`config.mk`:
```
export PLATFORM = sky130hd
export DESIGN_NAME = timer_seq_ctrl
export DESIGN_NICKNAME = d
export VERILOG_FILES = /design/src/rtl/timer_seq_pkg.sv /design/src/rtl/seq_table_ram.sv /design/src/rtl/timer_seq_ctrl.sv
export SDC_FILE = /design/constraint.sdc
export NUM_CORES = 1
export LEC_CHECK = 0
export CAP_MARGIN = 20
export CORE_UTILIZATION = 55
export DETAILED_ROUTE_END_ITERATION = 16
export GPL_TIMING_DRIVEN = 0
export PLACE_DENSITY_LB_ADDON = 0.2
export RECOVER_POWER = 50
export SETUP_SLACK_MARGIN = 0.5
export SLEW_MARGIN = 20
export SYNTH_ARGS = -nofsm -noshare
export SYNTH_HDL_FRONTEND = slang
export SYNTH_SLANG_ARGS = --single-unit
export TNS_END_PERCENT = 20
```
`constraint.sdc`:
```
create_clock -name timeclk -period 2.9 [get_ports timeclk]
set_clock_uncertainty 0.05 [all_clocks]
set_input_delay 0.58 -clock timeclk [delete_from_list [all_inputs] [get_ports timeclk]]
set_output_delay 0.58 -clock timeclk [all_outputs]
set_load 0.02 [all_outputs]
```
`src/rtl/timer_seq_pkg.sv`:
```
// Shared definitions for the timer sequencer: FSM state encoding and the
// bit layout of a table entry {last, code, dur}.
package timer_seq_pkg;

   typedef enum logic [1:0] {
      ST_IDLE = 2'd0,
      ST_LOAD = 2'd1,
      ST_RUN  = 2'd2
   } state_t;

   localparam int DUR_W         = 16;
   localparam int DUR_LSB       = 0;
   localparam int CODE_LSB      = DUR_LSB + DUR_W;
   localparam int IDLE_CODE_DEF = 0;

   // The last flag sits directly above the code field, so its position
   // depends on the code width chosen by the instantiating module.
   function automatic int last_bit(input int code_w);
      return CODE_LSB + code_w;
   endfunction

   function automatic int entry_w(input int code_w);
      return DUR_W + code_w + 1;
   endfunction

endpackage

```
`src/rtl/seq_table_ram.sv`:
```
// Segment table storage: one synchronous write port, one asynchronous read
// port. Contents are not reset; the host reloads the table after reset.
module seq_table_ram #(
   parameter  int DEPTH = 16,
   parameter  int WIDTH = 21,
   localparam int AW    = $clog2(DEPTH)
) (
   input  logic             timeclk,
   input  logic             we,
   input  logic [AW-1:0]    waddr,
   input  logic [WIDTH-1:0] wdata,
   input  logic [AW-1:0]    raddr,
   output logic [WIDTH-1:0] rdata
);

   logic [WIDTH-1:0] mem [DEPTH];

   always_ff @(posedge timeclk) begin
      if (we) begin
         mem[waddr] <= wdata;
      end
   end

   assign rdata = mem[raddr];

endmodule

```
`src/rtl/timer_seq_ctrl.sv`:
```
// Segment sequencer driving an external single-shot timer (clear/load/run)
// and the pulse-sequence gate code. Define SEQ_REPEAT_EN to honour rep_num.
module timer_seq_ctrl
   import timer_seq_pkg::*;
#(
   parameter  int DEPTH     = 16,
   parameter  int CODE_W    = 4,
   parameter  int IDLE_CODE = IDLE_CODE_DEF,
   localparam int AW        = $clog2(DEPTH),
   localparam int EW        = entry_w(CODE_W)
) (
   input  logic              timeclk,
   input  logic              resetn,
   input  logic              tbl_we,
   input  logic [AW-1:0]     tbl_addr,
   input  logic [EW-1:0]     tbl_wdata,
   input  logic              start,
   input  logic              stop,
   input  logic [7:0]        rep_num,
   input  logic              tmr_timeup,
   output logic              tmr_reset,
   output logic [DUR_W-1:0]  tmr_data,
   output logic              tmr_work,
   output logic [CODE_W-1:0] seq_code,
   output logic [AW-1:0]     seq_idx,
   output logic              busy,
   output logic              done
);

   localparam int                LAST_B = last_bit(CODE_W);
   localparam logic [CODE_W-1:0] IDLE_C = CODE_W'(IDLE_CODE);

   state_t            state_reg;
   logic [AW-1:0]     idx_reg;
   logic [AW-1:0]     rd_addr;
   logic [EW-1:0]     rd_data;
   logic              last_reg;
   logic              guard_reg;
   logic              tmr_reset_reg;
   logic              tmr_work_reg;
   logic [DUR_W-1:0]  tmr_data_reg;
   logic [CODE_W-1:0] seq_code_reg;
   logic [AW-1:0]     seq_idx_reg;
   logic              busy_reg;
   logic              done_reg;

   logic              timeup_seen;
   logic              rep_more;
   logic              load_go;
   logic              end_go;

   seq_table_ram #(
      .DEPTH (DEPTH),
      .WIDTH (EW)
   ) u_table (
      .timeclk (timeclk),
      .we      (tbl_we),
      .waddr   (tbl_addr),
      .wdata   (tbl_wdata),
      .raddr   (rd_addr),
      .rdata   (rd_data)
   );

   // The first RUN cycle is the clear guard: the timer has only just left reset.
   assign timeup_seen = (state_reg == ST_RUN) && !guard_reg && tmr_timeup;

`ifdef SEQ_REPEAT_EN
   logic [7:0] pass_cnt_reg;

   assign rep_more = (pass_cnt_reg < rep_num);

   always_ff @(posedge timeclk or negedge resetn) begin
      if (!resetn) begin
         pass_cnt_reg <= '0;
      end else if (state_reg == ST_IDLE && start) begin
         pass_cnt_reg <= '0;
      end else if (timeup_seen && last_reg && rep_more) begin
         pass_cnt_reg <= pass_cnt_reg + 8'd1;
      end
   end
`else
   logic unused_rep;

   assign rep_more   = 1'b0;
   assign unused_rep = &{1'b0, rep_num};
`endif

   // Read address is the index of the segment about to be loaded, so the
   // entry can be registered into the outputs on the edge that enters LOAD.
   always_comb begin
      rd_addr = '0;
      if (state_reg == ST_RUN && !last_reg) begin
         rd_addr = idx_reg + AW'(1);
      end
   end

   assign load_go = !stop && ((state_reg == ST_IDLE && start) ||
                              (timeup_seen && (!last_reg || rep_more)));
   assign end_go  = !stop && timeup_seen && last_reg && !rep_more;

   always_ff @(posedge timeclk or negedge resetn) begin
      if (!resetn) begin
         state_reg     <= ST_IDLE;
         idx_reg       <= '0;
         last_reg      <= 1'b0;
         guard_reg     <= 1'b0;
         tmr_reset_reg <= 1'b1;
         tmr_work_reg  <= 1'b1;
         tmr_data_reg  <= '0;
         seq_code_reg  <= IDLE_C;
         seq_idx_reg   <= '0;
         busy_reg      <= 1'b0;
         done_reg      <= 1'b0;
      end else begin
         done_reg  <= 1'b0;
         guard_reg <= 1'b0;
         if (stop || end_go) begin
            state_reg     <= ST_IDLE;
            idx_reg       <= '0;
            tmr_reset_reg <= 1'b1;
            tmr_work_reg  <= 1'b1;
            seq_code_reg  <= IDLE_C;
            seq_idx_reg   <= '0;
            busy_reg      <= 1'b0;
            done_reg      <= end_go;
         end else if (load_go) begin
            state_reg     <= ST_LOAD;
            idx_reg       <= rd_addr;
            seq_idx_reg   <= rd_addr;
            tmr_data_reg  <= rd_data[DUR_LSB +: DUR_W];
            seq_code_reg  <= rd_data[CODE_LSB +: CODE_W];
            last_reg      <= rd_data[LAST_B];
            tmr_reset_reg <= 1'b1;
            tmr_work_reg  <= 1'b1;
            busy_reg      <= 1'b1;
         end else if (state_reg == ST_LOAD) begin
            state_reg     <= ST_RUN;
            tmr_reset_reg <= 1'b0;
            tmr_work_reg  <= 1'b0;
            guard_reg     <= 1'b1;
         end
      end
   end

   assign tmr_reset = tmr_reset_reg;
   assign tmr_work  = tmr_work_reg;
   assign tmr_data  = tmr_data_reg;
   assign seq_code  = seq_code_reg;
   assign seq_idx   = seq_idx_reg;
   assign busy      = busy_reg;
   assign done      = done_reg;

endmodule
```
==> metrics.txt <==
# TYPE chip_impl_metric gauge
chip_impl_info{name="status",value="finished clean"} 1
chip_impl_metric{name="cts_max_level",unit=""} 2
chip_impl_info{name="worst-setup-path-type",value="input pin to flip-flop"} 1
chip_impl_metric{name="gpl.final_weighted_congestion",unit=""} 0.812
chip_impl_info{name="critical_path.reg2reg.startpoint",value="seq_idx[1]"} 1
chip_impl_metric{name="die_area",unit="mm2"} 0.0269
chip_impl_info{name="worstSetupStartpointType",value="input pin"} 1
chip_impl_info{name="dominantRegCellSynth",value="sky130_fd_sc_hd__edfxtp_1"} 1
chip_impl_metric{name="drive_above_1_share",unit="%"} 21.8
chip_impl_metric{name="worstHoldPathCells",unit=""} 2
chip_impl_metric{name="core_area",unit="mm2"} 0.0255
chip_impl_metric{name="finalHoldViolCount",unit=""} 0
chip_impl_metric{name="ant_nets",unit=""} 0
chip_impl_metric{name="synth-async-reset-ratio",unit="%"} 8.45
chip_impl_metric{name="first_pass_iters",unit=""} 5
chip_impl_metric{name="critical_path_arrival",unit="ns"} 2.74
chip_impl_metric{name="achievable-frequency",unit="MHz"} 390
chip_impl_metric{name="cp_required",unit="ns"} 3.08
chip_impl_info{name="crit_path_cell_trace",value="dlygate4sd3_1 > nand3b_1 > nor3_1 > buf_8 > buf_6"} 1
chip_impl_metric{name="via_per_inst",unit=""} 6.41
chip_impl_info{name="rsz_0062_raised_after_global_routing",value="true"} 1
chip_impl_metric{name="post-route-cell-area",unit="mm2"} 0.0173
chip_impl_metric{name="cts_max_path_buffers",unit=""} 3
chip_impl_metric{name="rr_worst_depth",unit=""} 9
chip_impl_info{name="critical-path-slowest-cell",value="sky130_fd_sc_hd__nor3_1"} 1
chip_impl_info{name="cts_tree",value="done"} 1
chip_impl_metric{name="grt_pass1_vias",unit=""} 8534
chip_impl_metric{name="setup_total_negative_slack",unit="ns"} 0
chip_impl_metric{name="area.growth.synth_to_final",unit="%"} 20.2
chip_impl_metric{name="synth_edf_count",unit=""} 336
chip_impl_metric{name="routed_wire_length_per_instance",unit="um"} 26.5
chip_impl_metric{name="post-route-drc-count",unit=""} 0
chip_impl_metric{name="p_leak",unit="uW"} 0.00584
chip_impl_metric{name="antenna_cells_inserted",unit=""} 0
chip_impl_metric{name="timing.max_cap.violations",unit=""} 0
chip_impl_info{name="min_delay_worst_endpoint",value="guard_reg"} 1
chip_impl_metric{name="finalNetCount",unit=""} 1069
chip_impl_metric{name="dp_slack",unit="ns"} -0.158
chip_impl_metric{name="clock_latency",unit="ns"} 0.53
chip_impl_metric{name="synth.cell_area",unit="mm2"} 0.0144
chip_impl_metric{name="antenna_found_initial",unit=""} 0
chip_impl_metric{name="io-pin-count",unit=""} 67
chip_impl_metric{name="cts-buffers-inserted",unit=""} 37
chip_impl_metric{name="global_route_wire_length_before_repair",unit="um"} 53900
chip_impl_metric{name="ir_drop",unit="V"} 0.000473
chip_impl_metric{name="wirelength",unit="um"} 36800
chip_impl_metric{name="max_stage_delay",unit="ns"} 0.76
chip_impl_metric{name="drt_iter0_drc",unit=""} 1040
chip_impl_metric{name="fin_ws",unit="ns"} 0.338
chip_impl_metric{name="avg_synthesized_cell_area",unit="um2"} 15.9
chip_impl_info{name="worstReg2RegEnd",value="seq_code[2]"} 1
chip_impl_metric{name="report.final.setup_viol",unit=""} 0
chip_impl_metric{name="min_period_over_period",unit="%"} 88.4
chip_impl_metric{name="setup.reg_to_reg.worst_slack",unit="ns"} 0.49
chip_impl_info{name="clk_root_buffer_cell",value="sky130_fd_sc_hd__clkbuf_16"} 1
chip_impl_metric{name="cts_num_sinks",unit=""} 367
chip_impl_metric{name="combined_global_route_utilization_of_all_metal_layers",unit="%"} 28.1
chip_impl_metric{name="fp.dieW",unit="um"} 164
chip_impl_metric{name="seq_area_frac_synth",unit="%"} 75.3
chip_impl_metric{name="post_dp_cell_area",unit="mm2"} 0.0158
chip_impl_info{name="holdCritPathClass",value="input pin to flip-flop"} 1
chip_impl_metric{name="netlist_instances",unit=""} 909
chip_impl_metric{name="tightest_slew",unit="ns"} 0.904
chip_impl_metric{name="timing.slew.headroom",unit="%"} 39.5
chip_impl_metric{name="ys_warn_count",unit=""} 0
chip_impl_info{name="worst_setup_path_end_kind",value="flip-flop"} 1
chip_impl_metric{name="worstPathMaxFanout",unit=""} 11
chip_impl_metric{name="y_dimension_of_the_die",unit="um"} 164
chip_impl_metric{name="final.min_clock_period",unit="ns"} 2.56
chip_impl_metric{name="floorplan.initialDensity",unit="%"} 56.6
chip_impl_metric{name="total_power",unit="uW"} 11600
chip_impl_metric{name="final_max_slew_viol_count",unit=""} 0
chip_impl_metric{name="placement_rows",unit=""} 58
chip_impl_metric{name="place.port_buffers",unit=""} 57
chip_impl_metric{name="globalRoute.totalOverflow",unit=""} 0
chip_impl_metric{name="syn_nets",unit=""} 949
chip_impl_metric{name="clkTransAtPathRegs",unit="ns"} 0.06
chip_impl_metric{name="largest_register_ffs",unit=""} 336
chip_impl_metric{name="detailedPlacementHpwl",unit="um"} 23500
chip_impl_metric{name="grt_max_degree",unit=""} 25
chip_impl_metric{name="via_count",unit=""} 8881
chip_impl_metric{name="post_synthesis_cell_type_count",unit=""} 52
chip_impl_metric{name="synth.ff_latch_count",unit=""} 367
chip_impl_info{name="worst_hold_startpoint",value="stop"} 1
chip_impl_metric{name="cellPowerDensity",unit="mW/mm2"} 666
[routing by layer]
| metal | global-route usage [%] | routed length [um] |
|---|---|---|
| met5 | 0 | 0 |
| met4 | 8.88 | 954 |
| met3 | 6.11 | 3740 |
| met2 | 42.9 | 17100 |
| met1 | 40.9 | 15000 |
[cell usage in the layout (no fill, tap or decap), drive strengths merged, types with 7 or more instances in the layout]
master and n:
a21oi 9, o221ai 15, a31oi 30, mux4 22, edfxtp 336, a221oi 7, clkinv 11, o211ai 43
clkbuf 76, dfrtp 30, mux2i 8, dlygate4sd3 25, a211oi 29, buf 63, o21ai 7, a22oi 14
clkdlybuf4s50 32, nor2 22, and3 19, nand3 34, nand2 154, nor2b 7, o22ai 14
[report_power, final]
group	internal (uW)	switching [uW]	total, uW
Clock	2740	1950	4700
Sequential	5950	86.1	6040
Combinational	315	501	816
Total	9010	2540	11600
[what timing repair did]
action,CTS,global route
cloned,0,2
hold buffers,1,0
pin swaps,3,11
setup buffers,3,2
setup endpoints to repair,22,22
gates resized for setup,52,48
endpoints found under the hold margin,7,0
[kinds of logic (layout without fill, tap and decap cells)]
| kind of cell | count (synthesis) | in the layout | share of synthesized area, % |
|---|---|---|---|
| compound gates | 182 | 182 | 9.84 |
| xor+xnor | 2 | 2 | 0.121 |
| simple gates | 260 | 260 | 8.18 |
| flops | 367 | 367 | 75.3 |
| buf+inv | 67 | 214 | 2.46 |
| fa+ha+maj | 1 | 1 | 0.0867 |
| mux | 30 | 30 | 3.99 |
[Yosys cell counts (4+ instances only)]
cell type	instances	area, um2
sky130_fd_sc_hd__buf_2	28	140
sky130_fd_sc_hd__and3_1	19	119
sky130_fd_sc_hd__clkbuf_1	21	78.8
sky130_fd_sc_hd__edfxtp_1	336	10100
sky130_fd_sc_hd__o31ai_1	5	37.5
sky130_fd_sc_hd__o221ai_1	13	114
sky130_fd_sc_hd__a21oi_1	9	45.0
sky130_fd_sc_hd__o21ai_0	5	25.0
sky130_fd_sc_hd__o211ai_1	43	323
sky130_fd_sc_hd__buf_4	4	30.0
sky130_fd_sc_hd__a31oi_1	30	188
sky130_fd_sc_hd__o22ai_1	14	87.6
sky130_fd_sc_hd__buf_6	7	78.8
sky130_fd_sc_hd__nor3_1	6	30.0
sky130_fd_sc_hd__a22oi_1	14	105
sky130_fd_sc_hd__a221oi_2	5	75.1
sky130_fd_sc_hd__nor2b_1	7	43.8
sky130_fd_sc_hd__mux2i_1	8	80.1
sky130_fd_sc_hd__a211oi_1	15	113
sky130_fd_sc_hd__dfrtp_1	30	751
sky130_fd_sc_hd__nand2_1	154	578
sky130_fd_sc_hd__mux4_2	22	495
sky130_fd_sc_hd__a211oi_2	14	175
sky130_fd_sc_hd__nand2b_1	6	37.5
sky130_fd_sc_hd__nor2_1	21	78.8
sky130_fd_sc_hd__nand3_1	34	170
[worst max-delay path: cells and delay by family]
| kind | cells | cell delay, ns |
|---|---|---|
| buffers and inverters | 3 | 1.03 |
| and+or+nand+nor | 2 | 1.12 |
[worst max path at each step]
| stage | from | to | slack, ns | cells past startpoint |
|---|---|---|---|---|
| 5_1_grt | tbl_addr[2] | u_table.mem[8][12] | 0.27 | 5 |
| 6_report | tbl_addr[2] | u_table.mem[8][10] | 0.34 | 5 |
| 3_3_place_gp | tbl_we | u_table.mem[12][12] | -1.77 | 3 |
| 3_5_place_dp | tmr_timeup | tmr_data[14] | -0.16 | 9 |
| 4_1_cts | seq_idx[0] | seq_code[0] | 0.45 | 9 |
| 2_1_floorplan | tbl_addr[3] | u_table.mem[4][0] | 0.17 | 2 |
[layout make-up]
cell class | instances | area, um2
Tap cell | 330 | 413
Clock inverter | 15 | 134
Inverter | 3 | 11.3
Timing Repair Buffer | 81 | 913
Buffer | 64 | 460
Clock buffer | 51 | 1060
Multi-Input combinational cell | 475 | 3490
Sequential cell | 367 | 10900
Fill cell | 1690 | 8130
[metrics by stage]
stage                     hold slack [ns]  util (%)  cells
after floorplan                     0.234         -    909
after global placement              0.404      60.5   1296
after detailed placement            0.409      62.1   1312
after CTS                           0.319      67.5   1382
after global routing                0.351      68.1   1386
final                               0.329      68.1   1386
Note: power is estimated with default switching activity, not from simulation.
